[config.mk]
export PLATFORM = sky130hd
export DESIGN_NAME = raddr_channel
export DESIGN_NICKNAME = d
export VERILOG_FILES = /design/src/rtl/fetch_pkg.sv /design/src/rtl/credit_counter.sv /design/src/rtl/raddr_channel.sv
export SDC_FILE = /design/constraint.sdc
export NUM_CORES = 1
export LEC_CHECK = 0
export CORE_UTILIZATION = 45
export DETAILED_ROUTE_END_ITERATION = 10
export GPL_TIMING_DRIVEN = 0
export PLACE_DENSITY = 0.76
export SETUP_SLACK_MARGIN = 0.1
export SLEW_MARGIN = 15
export SYNTH_ARGS = -nofsm -noshare
export SYNTH_HDL_FRONTEND = slang
export SYNTH_SLANG_ARGS = --single-unit
[constraint.sdc]
create_clock -name clk -period 4.25 [get_ports clk]
set_input_delay 0.85 -clock clk [delete_from_list [all_inputs] [get_ports clk]]
set_output_delay 0.85 -clock clk [all_outputs]
set_load 0.01 [all_outputs]
[src/rtl/fetch_pkg.sv]
// Shared constants and types for the macroblock fetch path (read address/data).
package fetch_pkg;

    localparam logic [7:0]  AR_LEN        = 8'd2;
    localparam logic [2:0]  AR_SIZE       = 3'd7;
    localparam logic [1:0]  AR_BURST_INCR = 2'b01;
    localparam int          MB_STRIDE     = 512;
    localparam int          MB_BEATS      = 3;
    localparam logic [63:0] MB_STRIDE_B   = 64'(MB_STRIDE);

    typedef enum logic [1:0] {
        IDLE,
        REQ,
        DRAIN,
        DONE
    } fetch_state_e;

    // A macroblock base must sit on its 512 B stride so no burst crosses 4 KB.
    function automatic logic mb_aligned(input logic [63:0] addr);
        return addr[8:0] == 9'd0;
    endfunction

endpackage

[src/rtl/credit_counter.sv]
// Up/down in-flight counter bounded to [0, MAX]; coincident inc/dec cancel.
module credit_counter #(
    parameter int MAX = 4
) (
    input  logic                       clk,
    input  logic                       rst,
    input  logic                       clr,
    input  logic                       inc,
    input  logic                       dec,
    output logic [$clog2(MAX+1)-1:0]   count
);

    localparam int             CW    = $clog2(MAX + 1);
    localparam logic [CW-1:0]  MAX_C = CW'(MAX);

    always_ff @(posedge clk or posedge rst) begin
        if (rst) begin
            count <= '0;
        end else if (clr) begin
            count <= '0;
        end else if (inc && !dec && count != MAX_C) begin
            count <= count + CW'(1);
        end else if (dec && !inc && count != '0) begin
            count <= count - CW'(1);
        end
    end

endmodule

[src/rtl/raddr_channel.sv]
// AXI AR generator: one 3-beat INCR burst per macroblock, in-flight bursts credit-limited.
module raddr_channel #(
    parameter int ID_WIDTH        = 2,
    parameter int MAX_OUTSTANDING = 4
) (
    input  logic                clk,
    input  logic                rst,
    input  logic                start_pulse,
    input  logic [63:0]         src_addr,
    input  logic [15:0]         mb_num,
    input  logic                rlast_hs,
    output logic [63:0]         m_axi_araddr,
    output logic [7:0]          m_axi_arlen,
    output logic [2:0]          m_axi_arsize,
    output logic [1:0]          m_axi_arburst,
    output logic [ID_WIDTH-1:0] m_axi_arid,
    output logic                m_axi_arvalid,
    input  logic                m_axi_arready,
    output logic                busy,
    output logic                done,
    output logic                addr_error
);

    import fetch_pkg::*;

    localparam int OW = $clog2(MAX_OUTSTANDING + 1);

    fetch_state_e  state, state_nxt;
    logic [15:0]   mb_cnt;
    logic [15:0]   issued;
    logic [15:0]   completed;
    logic [15:0]   completed_nxt;
    logic [OW-1:0] outstanding;
    logic          ar_hs;
    logic          start_acc;
    logic          start_ok;
    logic          rl_cnt;
    logic          credit_ok;

    assign m_axi_arlen   = AR_LEN;
    assign m_axi_arsize  = AR_SIZE;
    assign m_axi_arburst = AR_BURST_INCR;
    assign m_axi_arid    = '0;

    assign start_acc     = start_pulse && (state == IDLE);
    assign start_ok      = mb_aligned(src_addr);
    assign rl_cnt        = rlast_hs && busy;
    assign completed_nxt = completed + {15'd0, rl_cnt};
    assign credit_ok     = outstanding < OW'(MAX_OUTSTANDING);

    // Credits only shrink while a request waits, so valid never drops before arready.
    assign m_axi_arvalid = (state == REQ) && credit_ok;
    assign ar_hs         = m_axi_arvalid && m_axi_arready;
    assign busy          = (state != IDLE);
    assign done          = (state == DONE);

    credit_counter #(
        .MAX (MAX_OUTSTANDING)
    ) u_credit (
        .clk   (clk),
        .rst   (rst),
        .clr   (start_acc),
        .inc   (ar_hs),
        .dec   (rlast_hs),
        .count (outstanding)
    );

    // Empty and misaligned jobs go through DRAIN with a zero target, which
    // lands done two cycles after the start like any other job end.
    always_comb begin
        state_nxt = state;
        case (state)
            IDLE: begin
                if (start_pulse) begin
                    if (!start_ok || mb_num == 16'd0) state_nxt = DRAIN;
                    else                              state_nxt = REQ;
                end
            end
            REQ: begin
                if (ar_hs && (issued + 16'd1) == mb_cnt) state_nxt = DRAIN;
            end
            DRAIN: begin
                if (completed == mb_cnt || completed_nxt == mb_cnt) state_nxt = DONE;
            end
            DONE: begin
                state_nxt = IDLE;
            end
            default: begin
                state_nxt = IDLE;
            end
        endcase
    end

    always_ff @(posedge clk or posedge rst) begin
        if (rst) begin
            state        <= IDLE;
            mb_cnt       <= '0;
            issued       <= '0;
            completed    <= '0;
            m_axi_araddr <= '0;
            addr_error   <= 1'b0;
        end else begin
            state <= state_nxt;
            if (start_acc) begin
                mb_cnt       <= start_ok ? mb_num : 16'd0;
                issued       <= '0;
                completed    <= '0;
                m_axi_araddr <= src_addr;
                addr_error   <= !start_ok;
            end else begin
                if (ar_hs) begin
                    issued       <= issued + 16'd1;
                    m_axi_araddr <= m_axi_araddr + MB_STRIDE_B;
                end
                if (rl_cnt) completed <= completed_nxt;
            end
        end
    end

endmodule
# After elaboration in Yosys (flattened, before gate mapping)
# Cells that the tools add are included.
# totals
ff_bits	118
latch_bits	0
ram_bits	0
romBits	0
input_bits	85
output_inout_bits	83
word_cells	61
n_memories	0
# classes
n_addsub	5
n_mul	0
n_div	0
magnitude_cmp	1
eq_ne	10
shift	0
mux	15
n_bitwise	0
reduce_logical	23
# ops
operator	count
$mux 64	2
$mux 16	5
$add 64x10->64 const B	1
$eq 16x16->1	3
$add 16x1->16	1
$add 16x1->16 const B	1
$logic_not 16->1	1
$logic_and 1x1->1	9
$logic_not 9->1	1
$mux 3	3
$mux 2	4
$pmux 2 s4	1
$reduce_bool 2->1	3
$reduce_bool 3->1	2
$eq 2x2->1 const B	2
$ne 2x2->1 const B	2
$add 3x1->3 const B	1
$logic_not 1->1	3
$lt 3x3->1 const B	1
$ne 3x3->1 const B	1
$reduce_and 3->1	1
$sub 3x1->3 const B	1
$eq 2x1->1 const B	1
$logic_not 2->1	1
other kinds (2)	3

# Longest topological paths before layout
# Gate-level depths: netlist of run 1.
# depth
ltp_word	9
depth_mapped	14
mapped_depth_nobuf	14

# Cells and area by module
# From an unflattened synthesis of run 1, not the netlist that was laid out.
# unflattened
cells_unflattened	849
hier_area_um2	7265.7
# by_module_without_submodules
module	instances	cells_each	area_per_inst_um2	seq_area_each_um2
raddr_channel	1	825	7046.8	2877.8
credit_counter	1	24	219.0	75.1

# Least setup slack after synthesis of run 1
# Ideal clock, no wire load.
# synth_path
path_type	input port to flip-flop
from	input rlast_hs
to	register state[0]
setup_time_ns	0.125
arrival_time_ns	3.217
required_ns	4.125
setup_slack_ns	0.908
cell_stages	11
n_path_buf	0
path_cell_list	nand2_1 > inv_2 > ha_1 > nand2_2 > or4_4 > or4b_1 > o211ai_1 > a21o_1 > nand4_1 > a22o_1 > mux2_4
# synth_between
elab_chain_cells	6
# synth_rtl
element	line_no	source
from (decl)	raddr_channel.sv:11	input logic rlast_hs,
$logic_and 1x1->1	raddr_channel.sv:47	assign rl_cnt = rlast_hs && busy;
$add 16x1->16	raddr_channel.sv:48	assign completed_nxt = completed + {15'd0, rl_cnt};
$eq 16x16->1	raddr_channel.sv:83	if (completed == mb_cnt || completed_nxt == mb_cnt) state_nxt = DONE;
$logic_or 1x1->1	raddr_channel.sv:83	
$ne 2x2->1 (no line)	--	
$reduce_and 3->1 (no line)	--	
to (signal assigned)	raddr_channel.sv:103	state <= state_nxt;
to (decl)	raddr_channel.sv:28	fetch_state_e state, state_nxt;
# Every way passes these cells.
# A chain may end at the register's enable or synchronous reset.

# Worst setup path after layout of run 1
# Same ends and word-level chain as after synthesis.

==> run summary, run 1 <==
Pin count of the biggest net entering global routing: 68
Hold Path Class: reg -> reg
Ant. Diodes: 0
Worst-path fanout max: 11
Worst setup SP type: input port
Post-synth top area cell: dfrtp_1
Sequential share of power: 35.4%
Final hold violations: 0
Initial core utilization: 46.5%
Filler cells: 1331
Final-stage net count: 1126
Root Driver: clkbuf_16
Via density: 5.30
Setup TNS: 0 ps
Htree depth: 4
EDFF count, synth: 0
DRC: 0
#FFs+latches synth: 118
Port Buffers: 152
Final setup vio count: 0
PD cells: 541 nW/um2
Drt first-iter violations: 461
WL/cell: 15.7 um
Adder-cell area share of the yosys netlist: 1.86%
Largest family of logic cells by synthesized area: simple AND/OR/NAND/NOR gates
Max-cap violations: 0
Top cells by count, synth: nand2_1 (178), dfrtp_1 (118), o21ai_0 (77)
Core area: 15300 um2
Clk sinks: 118
Int Pwr: 3.40 mW
FF/Latch Area: 2950 um2
Leakage power: 3.92 nW
Layout cells sized above 1: 7.29%
Worst Hold Launch: m_axi_araddr[2]$_DFFE_PP0P_
GPL Wtd Cong: 0.923
DP HPWL: 14.6 mm
Max Clock Freq: 0.250 GHz
Synth Flop Type: dfrtp_1
Synth area leaders: dfrtp_1 (41%), nand2_1 (9.4%), xnor2_1 (8.0%)
Final worst path period need: 4000 ps
Via count: 6645
Sequential area share after synthesis: 41.5%
Area growth syn-to-layout: 34.9%
Status: finished, final reports clean
CP Class: in -> reg
Count leader, synth: nand2_1
Worst path required time: 4550 ps
Post-synthesis mux area share: 1.65%
Post-Synth XOR/XNOR Area: 13.8%
Sw Pwr: 1.79 mW
Worst path arrival time: 4300 ps
Die area: 16300 um2
CTS Buf Count: 17
Syn_area_per_cell: 8.43 um2
Critical path origin: rlast_hs
Synth Area in Compound Gates: 9.56%
Post-synthesis simple-gate area fraction: 26.8%
Cell area after synthesis: 7120 um2
Routed Wire Length: 19.7 mm
Tightest Pin Transition: 677 ps
Grt ovf: 0
Row cnt: 45
Ports: 168
GR Util All Layers: 25.3%
Design area: 9600 um2
Cell variety after synth: 60
Chip Width: 128 um
Combinational share of power: 36.4%
DRT Pass-1 Iters: 7
Final Max Tran Viols: 0
Peak VDD IR: 0.000325 V
Clock skew: 9.61 ps
Sw frac: 34.4%
Clock power frac: 28.3%
Area of the multi-input gates: 3890 um2
First-pass GRT wire length: 32.2 mm
FFs w/ async S/R, synth: 100%
Post-CTS Setup Repair Bufs: 0
Post-synth top area share: 41.5%
CTS tree: built
RSZ-0062 raised after global routing: no
Headroom to the max-slew limit: 54.9%
Crit end category: register
Cell Area, Placed: 9000 um2
Final core occ: 62.7%
Number of global-route vias before repair: 6329
Synth warn: 0
Tcrit/Tclk final: 94.1%
Synthesized instance count: 845
RR Startpoint: state[0]$_DFFE_PP0P_
CTS max path bufs: 2
Die Height: 128 um
Initial antenna violation count: 0
Clock transition at the registers of the reported paths: 60 ps
Routed Antenna Nets: 0
Worst skew pair latency: 420 ps
area by class of cell:
| type | instances | area share [%] |
|---|---|---|
| multi-input combinational | 669 | 40.5 |
| sequential | 118 | 30.7 |
| timing repair buffer | 154 | 16.2 |
| clock buffer | 22 | 4.94 |
| buffer | 56 | 2.93 |
| tap | 211 | 2.75 |
| clock inverter | 9 | 1.30 |
| inverter | 15 | 0.638 |
worst max-delay path, stage by stage:
cell             delay, ps
clkdlybuf4s50_1        640
nand2_1                230
inv_2                  230
ha_1                   230
nand2_2                130
or4_4                  590
or4b_1                 480
o211ai_1               100
a21o_1                 140
nand4_1                 90
a22o_1                 260
mux2_4                 320
kinds of logic after synthesis:
group | after synthesis
compound gates | 119
xor+xnor | 112
fa+ha+maj | 10
buf+inv | 71
flops | 118
mux | 11
other cells | 2
simple gates | 402
worst paths after layout:
path,endpoint,depth (start not counted),slack (ps)
max in group asynchronous,completed[12]$_DFFE_PP0P_,3,2700
worst min register to register,m_axi_araddr[2]$_DFFE_PP0P_,2,480
min in group asynchronous,issued[3]$_DFFE_PP0P_,2,850
worst min-delay path,m_axi_araddr[2]$_DFFE_PP0P_,2,480
worst max-delay path,state[0]$_DFFE_PP0P_,12,250
worst max register to register,state[0]$_DFFE_PP0P_,14,540
registers in the layout (all words and copies together) (netlist names):
signal          cells
issued             16
mb_cnt             16
completed          16
addr_error          1
m_axi_araddr       64
u_credit.count      3
state               2
cell usage in the layout, fill, tap and decap left out, types with 13 or more instances in the layout:
cell type,instances
nor2_1,57
nor3_1,15
xor2_1,47
nand4_1,26
xnor2_1,65
nand3_1,55
dfrtp_1,118
conb_1,15
o21ai_0,77
clkbuf_1,35
buf_4,17
nand2_1,178
inv_1,13
clkbuf_16,17
clkdlybuf4s50_1,152
routing by layer:
metal	vias up	part of all wire, %	global-route usage, %
li1	3236	-	-
met1	3127	44	33.5
met2	230	46	39.8
met3	52	6.1	5.13
met4	0	3.6	12.2
met5	-	0	0
power groups by stage:
stage               clock, mW  combinational (mW)  sequential [mW]
finish                   1.47                1.89             1.84
global placement            0                1.85             1.83
detailed placement          0                1.88             1.84
floorplan                   0               0.837             1.91
global route             1.54                2.08             1.89
CTS                      1.48                1.90             1.83
repair_timing:
| item | 4_1_cts | 5_1_grt |
|---|---|---|
| endpoints found under the hold margin | 0 | 0 |
| gates resized for setup | 0 | 1 |
| hold buffers | 0 | 0 |
| setup endpoints to repair | 0 | 1 |
through the flow:
step / hold WS, ps / setup WS [ps] / power [mW] / std cells
2_1_floorplan: 478 / 271 / 2.75 / 858
3_3_place_gp: 459 / -1540 / 3.68 / 1221
3_5_place_dp: 465 / -116 / 3.72 / 1223
4_1_cts: 484 / 304 / 5.22 / 1254
5_1_grt: 504 / 163 / 5.51 / 1254
6_report: 481 / 252 / 5.19 / 1254
(Power assumes the default switching activity.)
==> run 2: changes to the inputs <==
--- a/config.mk
+++ b/config.mk
@@ -7,8 +7,9 @@
 export LEC_CHECK = 0
 export CORE_UTILIZATION = 45
 export DETAILED_ROUTE_END_ITERATION = 10
+export DONT_BUFFER_PORTS = 1
 export GPL_TIMING_DRIVEN = 0
-export PLACE_DENSITY = 0.76
+export PLACE_DENSITY = 0.63
 export SETUP_SLACK_MARGIN = 0.1
 export SLEW_MARGIN = 15
 export SYNTH_ARGS = -nofsm -noshare
==> run 2 against run 1 <==
Compared with the run above:
- clock power rose by 4%
- fmax rose by 2.3%
- flip-flop and latch count did not move
==> run summary, run 2 (synthesis gave the netlist of run 1 again) <==
Status: finished, final reports clean
Final setup vio count: 0 (unchanged)
First-pass GRT wire length: 29.9 mm (-6.9%)
Design area: 8100 um2 (-16%)
Met2 usage: 35.4% (-4.4 points)
Row cnt: 45 (unchanged)
Worst setup SP type: register
Via count: 5989 (-9.9%)
Initial core utilization: 46.5% (unchanged)
CTS max path bufs: 2 (unchanged)
Crit-path cells: inv_1, ha_1, inv_1, nand2_1, inv_2, ha_1, nand2_2, or4_4, or4b_1, o211ai_1, a21o_1, nand4_1, a22o_1, mux2_4
CTS tree: built
Worst-path fanout max: 11 (unchanged)
Routed Antenna Nets: 0 (unchanged)
Core area: 15300 um2 (unchanged)
Layout cells sized above 1: 8.63% (+1.3 points)
RSZ-0062 raised after global routing: no
Worst skew pair latency: 430 ps (about the same)
Area of the multi-input gates: 3880 um2 (-0.16%)
Hold Path Class: in -> async
RR Startpoint: state[0]$_DFFE_PP0P_
Grt ovf: 0 (unchanged)
Peak VDD IR: 0.000331 V (+2.0%)
DRT Pass-1 Iters: 5 (-2)
Max-cap violations: 0 (unchanged)
Worst path required time: 4560 ps (about the same)
Root Driver: clkbuf_16
Tightest Pin Transition: 777 ps (+99.6 ps)
Power consumption: 4.62 mW (-11%)
CP Class: reg -> reg
Port Buffers: 0 (-100%)
Routed Wire Length: 18.6 mm (-5.6%)
Worst path arrival time: 4220 ps (-80 ps)
Tcrit/Tclk final: 92.0% (-2.1 points)
Most common cell after layout, fill and taps aside: nand2_1
Final core occ: 52.9% (-9.8 points)
Post-CTS Hold Buffers: 0 (unchanged)
Final worst path period need: 3910 ps (-89.5 ps)
Ant. Diodes: 0 (unchanged)
Cell Area, Placed: 7480 um2 (-17%)
Die Height: 128 um (unchanged)
Clock transition at the registers of the reported paths: 60 ps (about the same)
Via density: 5.43 (+2.5%)
GR Util All Layers: 23.7% (-1.6 points)
Pin count of the biggest net entering global routing: 66 (-2.9%)
Initial antenna violation count: 0 (unchanged)
Post-CTS Setup Repair Bufs: 0 (unchanged)
Post-Layout Cell Count: 1103 (-12%)
Final hold violations: 0 (unchanged)
CP Buf/Inv Count: 3 (+1)
WL/cell: 16.8 um (+7.3%)
Max Clock Freq: 0.256 GHz (+2.3%)
Commonest non-fill, non-tap cells in the layout: nand2_1 (178), dfrtp_1 (118), o21ai_0 (77)
Critical path origin: state[0]$_DFFE_PP0P_
Clk sinks: 118 (unchanged)
GR peak layer: met2
Drt first-iter violations: 412 (-11%)
DRC: 0 (unchanged)
Htree depth: 4 (unchanged)
Top Family by Delay on Critical Path: simple AND/OR/NAND/NOR gates
Clock skew: 7.48 ps (-2.13 ps)
Top reg by flops: m_axi_araddr
Final-stage net count: 974 (-13%)
Setup TNS: 0 ps (unchanged)
GPL Wtd Cong: 0.909 (-1.5%)
CTS Buf Count: 17 (unchanged)
Hold Slack: 345 ps (-136 ps)
Number of global-route vias before repair: 5596 (-12%)
Inst Count DP: 1071 (-12%)
Leakage power: 3.34 nW (-15%)
Chip Width: 128 um (unchanged)
DP HPWL: 13.7 mm (-6.2%)
Post_cts resized: 0 (unchanged)
Area growth syn-to-layout: 13.8%
PD cells: 571 nW/um2 (+5.5%)
Worst slack, placed: 410 ps (+526 ps)
Headroom to the max-slew limit: 48.2% (-6.6 points)
Max reg flops: 64 (unchanged)
Slowest-stage cell, CP: or4_4
Final Max Tran Viols: 0 (unchanged)
Ports: 168 (unchanged)
Die area: 16300 um2 (unchanged)
Crit end category: register
Filler cells: 1477 (+11%)
FF/Latch Area: 2950 um2 (unchanged)
GR Util met3: 6.68% (+1.5 points)
Final worst slack: 342 ps (+89.5 ps)
Met1 usage: 32.4% (-1.1 points)
Worst path max stage delay: 590 ps (-50 ps)
run 2: cell type report:
class,count,share of cell area (%)
multi-input combinational,669,47.9
sequential,118,36.4
clock buffer,22,5.97
buffer,56,3.47
tap,211,3.26
clock inverter,10,1.78
inverter,15,0.757
timing repair buffer,2,0.401
run 2: worst paths after layout:
path / slack, ps / cells past startpoint / to
max: 340 / 14 / state[0]$_DFFE_PP0P_
min: 340 / 1 / m_axi_araddr[46]$_DFFE_PP0P_
max reg2reg: 340 / 14 / state[0]$_DFFE_PP0P_
min reg2reg: 510 / 1 / completed[15]$_DFFE_PP0P_
max in group asynchronous: 3210 / 2 / m_axi_araddr[2]$_DFFE_PP0P_
min in group clk: 510 / 1 / completed[15]$_DFFE_PP0P_
run 2: report_power, final:
| group | internal (mW) | total [mW] | switching [mW] |
|---|---|---|---|
| Clock | 0.986 | 1.53 | 0.540 |
| Combinational | 0.452 | 1.07 | 0.621 |
| Sequential | 1.45 | 2.02 | 0.572 |
| Total | 2.89 | 4.62 | 1.73 |
run 2: layer usage:
metal	vias up	wire, um
li1	2933	-
met1	2799	8590
met2	217	8140
met3	40	1320
met4	0	506
met5	-	0
==> run 3: changes to the inputs <==
--- a/config.mk
+++ b/config.mk
@@ -10,6 +10,8 @@
 export DONT_BUFFER_PORTS = 1
 export GPL_TIMING_DRIVEN = 0
 export PLACE_DENSITY = 0.63
+export RECOVER_POWER = 100
+export REMOVE_ABC_BUFFERS = 1
 export SETUP_SLACK_MARGIN = 0.1
 export SLEW_MARGIN = 15
 export SYNTH_ARGS = -nofsm -noshare
==> constraint.sdc (replaced) <==
create_clock -name clk -period 4.7 [get_ports clk]
set_input_delay 0.94 -clock clk [delete_from_list [all_inputs] [get_ports clk]]
set_output_delay 0.94 -clock clk [all_outputs]
set_load 0.01 [all_outputs]
==> run 3 against run 2 <==
Compared with the run above:
- the run now ends with max-capacitance violations, max-slew violations left
- global-route usage fell by 2.6 points
- flip-flop and latch count unchanged
- sequential power decreased by 8%
- total power fell by 12%
- clock power is 10% lower
- die area unchanged
- highest routed layer unchanged
==> run summary, run 3 (synthesis gave the netlist of run 1 again) <==
Clock transition at the registers of the reported paths: 50 ps (about the same)
Final Max Tran Viols: 209 (+209)
Ports: 168 (unchanged)
Critical path origin: state[0]$_DFFE_PP0P_
WL met3: 1.02 mm (-23%)
Tightest Pin Transition: 2350 ps (+1570 ps)
CP Buf/Inv Count: 3 (unchanged)
Worst Hold Launch: completed[15]$_DFFE_PP0P_
Clock skew: 6.81 ps (-0.671 ps)
Routed Antenna Nets: 0 (unchanged)
DRT Pass-1 Iters: 4 (-1)
Clk sinks: 118 (unchanged)
Hold Slack: 511 ps (+166 ps)
Hold EP: completed[15]$_DFFE_PP0P_
Chip Width: 128 um (unchanged)
Top Family by Delay on Critical Path: simple AND/OR/NAND/NOR gates
Inst Count DP: 1018 (-4.9%)
Max Clock Freq: 0.251 GHz (-1.9%)
Initial core utilization: 46.5% (unchanged)
Root Driver: clkbuf_16
Peak VDD IR: 0.000360 V (+8.8%)
Commonest non-fill, non-tap cells in the layout: nand2_1 (179), dfrtp_1 (118), o21ai_0 (80)
Initial antenna violation count: 0 (unchanged)
Status: finished with violations
CP Class: reg -> reg
Tcrit/Tclk final: 84.8% (-7.2 points)
Number of global-route vias before repair: 5393 (-3.6%)
Layout cells sized above 1: 5.48% (-3.1 points)
Ant. Diodes: 0 (unchanged)
Headroom to the max-slew limit: -57.6% (-110 points)
Uppermost layer routed: met4
Met2 wire length: 7.73 mm (-5.1%)
Worst setup SP type: register
Crit end category: register
Post-Layout Cell Count: 1050 (-4.8%)
Internal reg-to-reg setup slack: 710 ps (+370 ps)
Pin count of the biggest net entering global routing: 88 (+33%)
Worst path arrival time: 4280 ps (+60 ps)
DRC: 0 (unchanged)
GR Util All Layers: 21.2% (-2.6 points)
CP most frequent cell: inv_1
Die area: 16300 um2 (unchanged)
Post_cts resized: 0 (unchanged)
RR Startpoint: state[0]$_DFFE_PP0P_
Failing checks: max-capacitance violations, max-slew violations
Leakage power: 3.18 nW (-4.7%)
Htree depth: 4 (unchanged)
CTS tree: built
WL/cell: 16.0 um (-4.8%)
Crit-path cells: inv_1, ha_1, inv_1, nand2_1, inv_1, ha_1, nand2_1, or4_1, or4b_1, o211ai_1, a21o_1, nand4_1, a22o_1, mux2_1
Top reg by flops: m_axi_araddr
Core area: 15300 um2 (unchanged)
Setup TNS: 0 ps (unchanged)
Post-CTS Hold Buffers: 0 (unchanged)
Via density: 5.41 (-0.35%)
Final-stage net count: 921 (-5.4%)
Worst path max stage delay: 640 ps (+50 ps)
Worst reg2reg path endpoint: state[0]$_DFFE_PP0P_
Area growth syn-to-layout: 9.33%
Power consumption: 4.07 mW (-12%)
Hold Path Class: reg -> reg
Slowest-stage cell, CP: or4_1
Final worst path period need: 3990 ps (+77.7 ps)
Final setup vio count: 0 (unchanged)
DP HPWL: 12.3 mm (-10%)
Max reg flops: 64 (unchanged)
GPL Wtd Cong: 0.924 (+1.6%)
Grt ovf: 0 (unchanged)
CTS Buf Count: 17 (unchanged)
Row cnt: 45 (unchanged)
Post-CTS Setup Repair Bufs: 0 (unchanged)
First-pass GRT wire length: 27.4 mm (-8.3%)
Port Buffers: 0 (unchanged)
Worst skew pair latency: 410 ps (-20 ps)
Final hold violations: 0 (unchanged)
Max-cap violations: 3 (+3)
RSZ-0062 raised after global routing: no
PD cells: 523 nW/um2 (-8.4%)
Worst path required time: 4990 ps (+430 ps)
Via count: 5681 (-5.1%)
Routed Wire Length: 16.8 mm (-9.4%)
Worst-path fanout max: 11 (unchanged)
Met1 WL: 7.65 mm (-11%)
Die Height: 128 um (unchanged)
Most common cell after layout, fill and taps aside: nand2_1
Drt first-iter violations: 268 (-35%)
CTS max path bufs: 2 (unchanged)
FF-to-FF path depth: 14 (unchanged)
Hold path cells: 1
-- run 3: changes by cell type in the layout (fill, tap and decap cells not counted), moves of 3 or more --
cell and change:
o21ai_0 +3, buf_4 -17, o21ai_1 -3, clkbuf_1 -29, clkinv_2 +3, buf_2 -6
-- run 3: layout make-up --
class                           instances  area (um2)
Clock inverter                          9         148
Sequential cell                       118        2950
Inverter                               15        57.6
Clock buffer                           23         478
Tap cell                              211         264
Multi-Input combinational cell        669        3860
Timing Repair Buffer                    5        22.5
Fill cell                            1534        7530
-- run 3: worst max-delay path by stage --
stage	endpoint	cells after the start
after floorplan	addr_error$_DFFE_PP0P_	1
after global placement	completed[4]$_DFFE_PP0P_	4
after detailed placement	state[0]$_DFFE_PP0P_	11
after CTS	state[0]$_DFFE_PP0P_	14
after global routing	state[0]$_DFFE_PP0P_	14
final	state[0]$_DFFE_PP0P_	14
-- run 3: per-stage QoR --
stage / instance area [um2] / setup WS [ps] / utilization (%)
finish: 7780 / 714 / 50.8
global route: 7780 / 401 / 50.8
CTS: 7890 / 908 / 51.5
detailed placement: 7260 / 903 / 47.4
global placement: 7150 / -992 / 46.7
floorplan: 6890 / 631 / -
-- run 3: per-layer routing --
layer | up-vias | GRT usage, %
met2 | 168 | 33.6
met3 | 24 | 5.26
met1 | 2668 | 27.7
met4 | 0 | 8.37
met5 | - | 0
li1 | 2821 | -
-- run 3: power breakdown --
group	switching [mW]	internal [mW]	total (mW)
Sequential	0.541	1.31	1.86
Combinational	0.474	0.367	0.841
Clock	0.448	0.925	1.37
Total	1.46	2.61	4.07
